File: config.mk
export PLATFORM = sky130hd
export DESIGN_NAME = mac_pipelined_param
export DESIGN_NICKNAME = d
export VERILOG_FILES = /design/src/rtl/mac_pipelined_param.sv
export SDC_FILE = /design/constraint.sdc
export NUM_CORES = 1
export LEC_CHECK = 0
export BUFFER_PORTS_ARGS = -buffer_cell sky130_fd_sc_hd__buf_2
export CAP_MARGIN = 20
export CORE_ASPECT_RATIO = 1.75
export CORE_UTILIZATION = 55
export DETAILED_ROUTE_END_ITERATION = 8
export PLACE_DENSITY_LB_ADDON = 0.1
export SLEW_MARGIN = 0
export SYNTH_ARGS = -nofsm -noshare
export SYNTH_HDL_FRONTEND = slang
export SYNTH_SLANG_ARGS = --single-unit
File: constraint.sdc
create_clock -name clk -period 19.82 [get_ports clk]
set_input_delay 1.982 -clock clk [delete_from_list [all_inputs] [get_ports clk]]
set_output_delay 1.982 -clock clk [all_outputs]
set_load 0.005 [all_outputs]
File: src/rtl/mac_pipelined_param.sv
// Parametrised two-stage multiply-accumulate with clear, sign mode, saturation, sticky overflow and sample count.
// Latency: product registered on the sampling edge, accumulator updated on the following edge.
// Backpressure: none; accepts one sample per clock whenever in_valid is high, bubbles leave state untouched.
//
// Ports:
//   clk, reset        : single clock, synchronous active-high reset
//   in_valid, clear   : sample qualifier; clear starts a new sum with this sample's product
//   a, b              : WIDTH-bit operands (unsigned or two's complement per SIGNED)
//   acc_out, out_valid: ACC_WIDTH-bit running sum and its update strobe
//   overflow, count   : sticky overflow since last clear; saturating sample counter
module mac_pipelined_param #(
  parameter int WIDTH     = 16,
  parameter int ACC_WIDTH = 36,
  parameter int SIGNED    = 0,
  parameter int SATURATE  = 1,
  parameter int CNT_WIDTH = 8
) (
  input  logic                 clk,
  input  logic                 reset,
  input  logic                 in_valid,
  input  logic                 clear,
  input  logic [WIDTH-1:0]     a,
  input  logic [WIDTH-1:0]     b,
  output logic [ACC_WIDTH-1:0] acc_out,
  output logic                 out_valid,
  output logic                 overflow,
  output logic [CNT_WIDTH-1:0] count
);

  localparam int  PW        = 2 * WIDTH;
  localparam bit  IS_SIGNED = (SIGNED != 0);
  localparam bit  IS_SAT    = (SATURATE != 0);

  // stage 1 state
  logic            v1;
  logic            c1;
  logic [PW-1:0]   p1;

  // stage 2 state
  logic [ACC_WIDTH-1:0] acc;

  // combinational datapath
  logic [PW-1:0]        a_x;
  logic [PW-1:0]        b_x;
  logic [PW-1:0]        prod;
  logic [ACC_WIDTH-1:0] ext;
  logic [ACC_WIDTH:0]   sum;
  logic                 ovf;
  logic [ACC_WIDTH-1:0] sat_val;
  logic [ACC_WIDTH-1:0] acc_nxt;

  // Extending both operands to 2*WIDTH first makes the low 2*WIDTH bits of a
  // plain multiply correct for both signed and unsigned interpretation.
  always_comb begin
    a_x  = {{WIDTH{IS_SIGNED && a[WIDTH-1]}}, a};
    b_x  = {{WIDTH{IS_SIGNED && b[WIDTH-1]}}, b};
    prod = a_x * b_x;
  end

  always_comb begin
    ext          = {ACC_WIDTH{IS_SIGNED && p1[PW-1]}};
    ext[PW-1:0]  = p1;

    // One guard bit: carry-out for unsigned, duplicated sign for signed.
    sum = {IS_SIGNED && acc[ACC_WIDTH-1], acc} + {IS_SIGNED && ext[ACC_WIDTH-1], ext};

    sat_val = '1;
    ovf     = 1'b0;
    if (IS_SIGNED) begin
      // Guard and MSB disagree only when the true result left the signed range;
      // the guard bit then carries the true sign, selecting min vs max.
      ovf = sum[ACC_WIDTH] ^ sum[ACC_WIDTH-1];
      sat_val = {ACC_WIDTH{~sum[ACC_WIDTH]}};
      sat_val[ACC_WIDTH-1] = sum[ACC_WIDTH];
    end else begin
      ovf = sum[ACC_WIDTH];
    end

    acc_nxt = (ovf && IS_SAT) ? sat_val : sum[ACC_WIDTH-1:0];
  end

  always_ff @(posedge clk) begin
    if (reset) begin
      v1        <= 1'b0;
      c1        <= 1'b0;
      p1        <= '0;
      acc       <= '0;
      out_valid <= 1'b0;
      overflow  <= 1'b0;
      count     <= '0;
    end else begin
      v1 <= in_valid;
      if (in_valid) begin
        p1 <= prod;
        c1 <= clear;
      end

      out_valid <= v1;
      if (v1) begin
        if (c1) begin
          // A product always fits ACC_WIDTH, so a clear never flags overflow.
          acc      <= ext;
          overflow <= 1'b0;
          count    <= CNT_WIDTH'(1);
        end else begin
          acc <= acc_nxt;
          if (ovf) begin
            overflow <= 1'b1;
          end
          if (count != '1) begin
            count <= count + CNT_WIDTH'(1);
          end
        end
      end
    end
  end

  assign acc_out = acc;

endmodule

# Word level (Yosys, flattened, before mapping)
# Cells that the tools add are included.
[word_totals]
ff_bits = 80
wordCells = 21
[classes]
add_sub_neg = 2
mul = 1
eq_ne = 1
n_mux = 6
n_reduce_logical = 4
[op_table]
columns = ["op", "count"]
rows = [
  ["two-way mux 36 bit", 2],
  ["adder 36 x 32 -> 37 bit", 1],
  ["multiplier 16 x 16 -> 32 bit", 1],
  ["two-way mux 8 bit", 2],
  ["adder 8 x 1 -> 8 bit (second input constant)", 1],
  ["inequality test 8 bit (second input constant)", 1],
  ["AND reduction 2 bit", 2],
  ["nonzero test 2 bit", 2],
  ["two-way mux 1 bit", 2],
]

# Logic depth before layout (Yosys ltp)
# Gate-level depths: netlist of run 1.
[depth]
depth_word = 3
ltp_mapped = 24
depth_no_buf = 23

# Worst setup path after synthesis of run 1
# No wires, ideal clock.
[synth_timing]
path_kind = "input -> register"
from = "input b[7]"
to = "register p1[23]"
setup_ns = 0.106
t_arrival_ns = 7.628
required_time_ns = 19.714
slack_ns = 12.086
cell_stages = 22
path_buffers = 2
cell_sequence = "clkbuf_1 nand2_1 fa_1 inv_1 fa_1 inv_1 fa_1 inv_1 fa_1 fa_1 inv_1 fa_1 inv_1 ha_1 clkbuf_1 nand4_1 or3b_1 o22ai_1 a211oi_1 o21bai_1 or4b_2 o311ai_0"
[synth_via]
elab_chain_cells = 1
[synth_lines]
columns = ["element", "line_no", "text"]
rows = [
  ["start, declared", "23", "input logic [WIDTH-1:0] b,"],
  ["multiplier 16 x 16 -> 32 bit", "57", "prod = a_x * b_x;"],
  ["end signal, assigned", "94", "p1 <= prod;"],
  ["end, declared", "37", "logic [PW-1:0] p1;"],
]
# Every way passes these cells.
# A chain may end at the register's enable or synchronous reset.

# Worst setup path in the final report of run 1
[layout_timing]
from = "input b[10]"
to = "register p1[30]"
# The elaborated chain is that of the path after synthesis.

==> impl_metrics.ini, run 1 <==
[grt]
antenna_found_initial = 0
grt_use_total = 0.275
grt_pass1_vias = 11500
grt.overflow.total = 0
grt_start_max_net_pins = 78
grt_pass1_wl_um = 55300

[cts]
htree_levels = 3
cts_tree = done
cts_inserted_buffers = 9
clk_pin_slew_worst_paths_ns = 0.06
root_buffer = clkbuf_16
cts.repair.resized = 0
cts_buffer_depth = 2
cts_sinks = 80
clock_latency_ns = 0.33
post_cts_buffers = 0
postCtsHoldBufs = 0

[timing]
fin_crit_sh = 0.398
clock_skew_ns = 0.00812
fmax_ghz = 0.127
slew_violations = 0
slew_headroom = 0.264
finalSetupViolCount = 0
rsz0062_at_grt = false
setup_tns_ns = 0
max_slew.worst_pin.slew_ns = 1.10
whs_ns = 0.467
period_minus_slack_ns = 7.88
hold_violations = 0

[worst_setup_path]
crit_type = in2reg
cp-end-kind = flop
cpPeakStageDelay_ns = 0.54
critPathLaunchType = primary input
path_cells = buf_2, and2_1, fa_1, inv_1, fa_1, inv_1, fa_1, fa_1, fa_1, inv_1, fa_1, inv_1, ha_1, a21oi_1, o21ai_0, nor2b_1, nor4b_1, a211oi_1, a22oi_1, o21ai_0, nor4bb_1, or3_1
slowest_stage = fa_1
crit_arrival_ns = 8.10
cpMostUsedCell = fa_1
crit_required_ns = 20.03
crit_fanout = 16

[synthesis]
synth_edf_count = 0
synthArstFlopShare = 0
synth-seq-cells = 80
dominantRegCellSynth = dfxtp_1
ys_types = 63
yosys_warnings = 0
synthCells = 1557
synth_nets = 1925
seq_area_frac_synth = 0.120
syn_area_um2 = 13300
syn_area_per_cell_um2 = 8.54

[placement]
dpl.hpwl_um = 25600
gp_congestion = 0.893
port_buffers = 81
placed_area_um2 = 13800

[finish]
post-route-util = 0.600
regArea_um2 = 1600
layout.nets = 1951
drive_gt1_frac = 0.0674
syn_to_final_growth_pct = 6.05
multiInputGateArea_um2 = 10500
num-fill-cells = 2198
antenna_cells = 0
design_area_um2 = 14100

[floorplanning]
io_pins = 82
start_util = 0.565
core_um2 = 23500
fp-row-count = 74
die_y_um = 208
die_w_um = 120
die-area_um2 = 24800

[route]
vias = 10800
drtPass1Iterations = 5
wire_per_inst_um = 16.8
ant_nets = 0
vias_per_cell = 5.69
drtIter0Drc = 402
routed_wl_um = 31800
drcViolationCount = 0

[power]
leakagePower_nw = 6.99
ir_worst_vdd_mv = 0.152
p_per_area_nw_per_um2 = 164

[job]
drv_cap = 0

[run_status]
status = completed

[min_path]
min_path_type = reg2reg
==> metal layers <==
layer  GRT usage  vias up  wire length (um)  share of wire
met5           0        -                 0              0
met4       0.113        0              1030          0.032
met3      0.0217       76              1020          0.032
met2       0.506      252             17000           0.53
met1       0.323     5306             12800           0.40
li1            -     5125                 -              -
==> cell families (layout without fill, tap and decap cells) <==
| family | count (synthesis) | in the layout | synth area share |
|---|---|---|---|
| AND/OR/NAND/NOR | 470 | 470 | 0.172 |
| multiplexers | 23 | 23 | 0.0173 |
| flip-flops | 80 | 80 | 0.120 |
| buffers and inverters | 318 | 348 | 0.0898 |
| adder cells (fa/ha/maj) | 332 | 332 | 0.422 |
| XOR/XNOR | 55 | 55 | 0.0362 |
| AO/OA/AOI/OAI | 279 | 279 | 0.142 |
==> cells in the final DEF (no fill, tap or decap), drive strengths merged, types with 40 or more instances in the layout <==
master / n
a21oi: 92
and2: 123
buf: 84
dfxtp: 80
fa: 195
ha: 137
inv: 249
nand2: 199
nor2: 65
o21ai: 40
==> synth_stat cells, drive strengths merged, types with 13 or more instances <==
cell	count	share of area
clkbuf	62	0.017
mux2i	23	0.017
nor3	15	0.0060
a211oi	20	0.011
nand2	199	0.056
nand3	14	0.0053
o21ai	40	0.015
o21bai	13	0.0073
nor2	65	0.018
o221ai	24	0.016
inv	249	0.070
xor2	19	0.013
xnor2	36	0.024
and2	123	0.058
fa	195	0.29
a21oi	92	0.035
dfxtp	80	0.12
ha	137	0.13
a21o	26	0.015
==> where the power goes <==
group	leakage [nW]	switching (mW)	internal, mW
Sequential	0.654	0.0246	0.192
Combinational	6.21	1.13	0.828
Clock	0.125	0.0620	0.0834
Total	6.99	1.21	1.10
==> critical path, delay by kind of cell <==
family | cells | cell delay, ns
AOI/OAI and AO/OA | 5 | 1.00
adders and majority gates | 7 | 3.39
buffers and inverters | 5 | 0.42
and+or+nand+nor | 5 | 1.28
==> per-stage QoR <==
step                      std cells  power [mW]  worst slack (ns)
final                          1891        2.32             11.94
after global routing           1891        2.62             11.52
after CTS                      1891        2.33             11.93
after detailed placement       1876        2.15             11.60
after global placement         1876        2.13             11.70
after floorplan                1557        1.74             12.09
==> worst paths after layout <==
check / end / start / cells after the start / slack, ns
worst max-delay path: p1[30] / b[10] / 22 / 11.94
worst min-delay path: p1[26] / p1[26] / 2 / 0.47
worst min register to register: p1[26] / p1[26] / 2 / 0.47
worst max register to register: acc_out[11] / p1[0] / 12 / 16.07
==> state kept, by name, indices dropped and copies added, names as in the netlist <==
| name | cells |
|---|---|
| acc_out | 36 |
| p1 | 32 |
| count | 8 |
| c1 | 1 |
| out_valid | 1 |
| overflow | 1 |
| v1 | 1 |
==> cell type report <==
| type | instances | area share |
|---|---|---|
| clock buffers | 11 | 0.0165 |
| repair buffers | 84 | 0.0303 |
| multi-input cells | 1159 | 0.745 |
| flip-flops and latches | 80 | 0.114 |
| inverters | 249 | 0.0663 |
| clock inverters | 4 | 0.00160 |
| well taps | 304 | 0.0270 |
No activity file was read; power rests on OpenSTA's default activity.
==> inputs of run 2 (changes only) <==
==> constraint.sdc (replaced) <==
create_clock -name clk -period 6.9 [get_ports clk]
set_input_delay 0.69 -clock clk [delete_from_list [all_inputs] [get_ports clk]]
set_output_delay 0.69 -clock clk [all_outputs]
set_load 0.005 [all_outputs]
==> impl_metrics.ini, run 2 (same netlist as run 1, synthesis figures left out) <==
[run_status]
status = completed

[cts]
htree_levels = 3
postCtsHoldBufs = 0
root_buffer = clkbuf_16
clock_latency_ns = 0.36
post_cts_buffers = 0
cts_tree = done
cts_buffer_depth = 2
cts_sinks = 80
cts.repair.resized = 0
cts_inserted_buffers = 9
clk_pin_slew_worst_paths_ns = 0.06

[timing]
slew_headroom = 0.297
whs_ns = 0.469
finalSetupViolCount = 0
clock_skew_ns = 0.00820
max_slew.worst_pin.slew_ns = 1.05
setup_tns_ns = 0
fmax_ghz = 0.155
fin_crit_sh = 0.938
rsz0062_at_grt = false
slew_violations = 0
setup_slack_ns = 0.429
hold_violations = 0
period_minus_slack_ns = 6.47

[finish]
layout.nets = 1971
num-fill-cells = 2208
syn_to_final_growth_pct = 7.58
layout_commonest_cell = inv_1
largest_reg_flops = 36
antenna_cells = 0
drive_gt1_frac = 0.0802
final_cell_mix = inv_1, nand2_1, fa_1

[grt]
grt_start_max_net_pins = 78
grt_pass1_vias = 11500
use_met3 = 0.0250
use_met2 = 0.504
grt_use_total = 0.273
top_usage_layer = met2
grt.overflow.total = 0
antenna_found_initial = 0
grt_pass1_wl_um = 54300
use_met1 = 0.311

[placement]
gp_congestion = 0.891
port_buffers = 81
dpl.hpwl_um = 25800
pre_cts_slack_ns = 0.0789

[route]
wire_per_inst_um = 16.5
drtIter0Drc = 332
routed_wl_um = 31500
ant_nets = 0
drcViolationCount = 0
vias_per_cell = 5.65
vias = 10800
drtPass1Iterations = 5

[power]
p_per_area_nw_per_um2 = 479
leakagePower_nw = 7.11
ir_worst_vdd_mv = 0.331

[worst_setup_path]
crit_arrival_ns = 6.72
crit_fanout = 16
crit_required_ns = 7.15
critPathLaunchType = primary input
cp-end-kind = flop
crit_type = in2reg

[floorplanning]
die-area_um2 = 24800
io_pins = 82
die_y_um = 208
core_um2 = 23500
die_w_um = 120
fp-row-count = 74
start_util = 0.565

[job]
drv_cap = 0

[min_path]
min_path_type = reg2reg
-- run 2: cell types whose count changed in the layout (fill, tap and decap cells not counted), sizes merged --
cell and delta:
buf +20, bufinv +1, clkbuf -1, clkinvlp +1
-- run 2: routing by layer --
| layer | wire length [um] | vias up | part of all wire |
|---|---|---|---|
| met5 | 0 | - | 0 |
| met4 | 1240 | 0 | 0.039 |
| met3 | 945 | 78 | 0.030 |
| met2 | 17000 | 226 | 0.54 |
| met1 | 12400 | 5327 | 0.39 |
| li1 | - | 5165 | - |
-- run 2: worst max-delay path, cell delays in order --
cell,delay (ns)
buf_2,0.21
and2_1,0.22
fa_1,0.55
inv_1,0.05
fa_1,0.46
fa_1,0.52
inv_1,0.06
fa_1,0.52
fa_1,0.49
inv_1,0.05
fa_1,0.49
inv_1,0.05
ha_1,0.37
and3_1,0.23
o21ai_0,0.13
o21a_1,0.23
o22ai_1,0.23
a211oi_1,0.11
o21bai_1,0.28
or4b_2,0.65
o311ai_0,0.11
-- run 2: layout make-up --
class,count,area (um^2),share of cell area
inverters,249,935,0.0653
flip-flops and latches,80,1600,0.112
multi-input cells,1159,10500,0.734
clock buffers,10,229,0.0160
well taps,304,380,0.0266
clock inverters,6,60.1,0.00420
repair buffers,104,598,0.0418
-- run 2: worst paths after layout --
check	start	endpoint	slack, ns	cells after the start
worst max-delay path	b[4]	p1[23]	0.43	21
worst min-delay path	p1[26]	p1[26]	0.47	2
worst max register to register	p1[0]	acc_out[11]	3.21	12
worst min register to register	p1[26]	p1[26]	0.47	2
-- run 2: stage by stage --
step	util	instances	area (um^2)	power, mW
global placement	0.595	1895	14000	6.29
global route	0.608	1912	14300	7.75
CTS	0.607	1911	14300	6.90
detailed placement	0.595	1895	14000	6.32
finish	0.608	1912	14300	6.85
floorplan	-	1557	13300	4.99
-- run 2: power by group --
part           switching, mW  internal [mW]  leakage, nW  total (mW)
combinational           3.25           2.50         6.32        5.75
clock                  0.198          0.278        0.138       0.476
sequential            0.0682          0.552        0.654       0.620
==> inputs of run 3 (changes only) <==
--- a/config.mk
+++ b/config.mk
@@ -10,6 +10,7 @@
 export CORE_ASPECT_RATIO = 1.75
 export CORE_UTILIZATION = 55
 export DETAILED_ROUTE_END_ITERATION = 8
+export GPL_TIMING_DRIVEN = 0
 export PLACE_DENSITY_LB_ADDON = 0.1
 export SLEW_MARGIN = 0
 export SYNTH_ARGS = -nofsm -noshare
==> impl_metrics.ini, run 3 (same netlist as run 1, synthesis figures left out) <==
[cts]
cts_inserted_buffers = 9
postCtsHoldBufs = 0
root_buffer = clkbuf_16
clk_pin_slew_worst_paths_ns = 0.06
htree_levels = 3
cts_buffer_depth = 2
clock_latency_ns = 0.36
cts_sinks = 80
cts_tree = done
post_cts_buffers = 0

[timing]
slew_violations = 0
fmax_ghz = 0.151
rsz0062_at_grt = false
clock_skew_ns = 0.00785
hold_violations = 0
slew_headroom = 0.477
period_minus_slack_ns = 6.63
finalSetupViolCount = 0
setup_tns_ns = 0
fin_crit_sh = 0.962
max_slew.worst_pin.slew_ns = 0.785

[finish]
layout_commonest_cell = inv_1
final_cell_mix = inv_1, nand2_1, fa_1
num-fill-cells = 2170
syn_to_final_growth_pct = 8.12
largest_reg_flops = 36
multiInputGateArea_um2 = 10500
layout.nets = 1997
antenna_cells = 0
drive_gt1_frac = 0.0771
regArea_um2 = 1600

[worst_setup_path]
rr_worst_depth = 13
endpoint = p1[23]
crit_arrival_ns = 6.89
ff2ff_setup_slack_ns = 2.84
crit_type = in2reg
crit_start = a[11]
crit_fanout = 10
crit_required_ns = 7.15
r2r_start = acc_out[0]
reg2reg_to = acc_out[12]
cp-end-kind = flop
critPathLaunchType = primary input

[placement]
port_buffers = 80
gp_congestion = 0.959
dpl.hpwl_um = 30800

[floorplanning]
die-area_um2 = 24800
die_w_um = 120
fp-row-count = 74
die_y_um = 208
start_util = 0.565
io_pins = 82
core_um2 = 23500

[route]
wire_per_inst_um = 18.1
vias = 10900
routed_wl_um = 35200
drcViolationCount = 0
ant_nets = 0
drtIter0Drc = 442
drtPass1Iterations = 5
vias_per_cell = 5.65

[power]
leakagePower_nw = 7.10
p_sw_frac = 0.522
p_sw_mw = 3.57
combPwrFrac = 0.836
p_int_mw = 3.28
pwr-share-clk = 0.073
ir_worst_vdd_mv = 0.349
fin_total_pwr_mw = 6.85
pwr-share-seq = 0.091
p_per_area_nw_per_um2 = 476

[min_path]
min_path_type = reg2reg

[grt]
grt_pass1_wl_um = 58900
grt_use_total = 0.302
antenna_found_initial = 0
grt.overflow.total = 0
grt_pass1_vias = 11800
grt_start_max_net_pins = 17

[run_status]
status = completed

[job]
drv_cap = 0
run 3: changes by cell type in the layout (fill, tap and decap cells not counted), moves of 6 or more:
cell,before,now
buf_1,0,7
buf_4,22,1
clkbuf_1,1,28
clkbuf_2,0,7
clkbuf_4,0,6
run 3: per-stage QoR:
| stage | util | std cells | setup WS (ns) | hold WS [ns] | area [um^2] |
|---|---|---|---|---|---|
| floorplan | - | 1557 | 0.458 | 0.436 | 13300 |
| global placement | 0.599 | 1941 | -0.618 | 0.451 | 14100 |
| detailed placement | 0.599 | 1941 | -0.655 | 0.462 | 14100 |
| CTS | 0.611 | 1942 | 0.00683 | 0.485 | 14400 |
| global route | 0.611 | 1938 | 0.0159 | 0.505 | 14400 |
| finish | 0.611 | 1938 | 0.266 | 0.481 | 14400 |
run 3: area by class of cell:
cell class                 count  share of cell area
multi-input combinational   1159               0.732
sequential                    80               0.111
inverter                     249              0.0650
timing repair buffer          80              0.0278
tap                          304              0.0265
clock buffer                  11              0.0176
buffer                        50              0.0156
clock inverter                 5             0.00383
run 3: per-layer routing:
metal | vias up | global-route usage | wire (um)
met3 | 101 | 0.0294 | 1280
met4 | 0 | 0.146 | 1800
met1 | 5331 | 0.326 | 13000
met2 | 299 | 0.574 | 19100
met5 | - | 0 | 0
li1 | 5217 | - | -
run 3: what timing repair did:
| item | CTS | global route |
|---|---|---|
| hold endpoints to repair | 0 | 0 |
| gates resized for setup | 20 | 14 |
| endpoints found under the setup margin | 5 | 5 |
run 3: worst max-delay path, stage by stage:
cell and delay, ns:
buf_2 0.21, clkbuf_2 0.31, nand2_1 0.12, fa_1 0.52, fa_1 0.54, fa_1 0.53
inv_1 0.06, fa_1 0.51, fa_1 0.52, inv_1 0.06, fa_1 0.48, inv_1 0.05
ha_1 0.35, and3_1 0.23, o21ai_0 0.12, o21a_1 0.23, o22ai_2 0.25, a211oi_1 0.11
o21bai_2 0.25, or4b_2 0.62, o311ai_0 0.11
run 3: worst min path at each step:
| stage | start | endpoint | slack, ns | depth (start not counted) |
|---|---|---|---|---|
| 3_3_place_gp | p1[26] | p1[26] | 0.45 | 2 |
| 6_report | acc_out[16] | acc_out[16] | 0.48 | 2 |
| 3_5_place_dp | overflow | overflow | 0.46 | 2 |
| 2_1_floorplan | p1[26] | p1[26] | 0.44 | 2 |
| 4_1_cts | acc_out[15] | acc_out[15] | 0.49 | 2 |
| 5_1_grt | acc_out[18] | acc_out[18] | 0.50 | 2 |
run 3: power groups by stage:
stage / clock [mW] / combinational (mW) / sequential (mW)
after floorplan: 0 / 4.38 / 0.606
after global placement: 0 / 5.51 / 0.629
after detailed placement: 0 / 5.57 / 0.630
after CTS: 0.504 / 5.68 / 0.622
after global routing: 0.520 / 6.56 / 0.633
final: 0.497 / 5.73 / 0.624
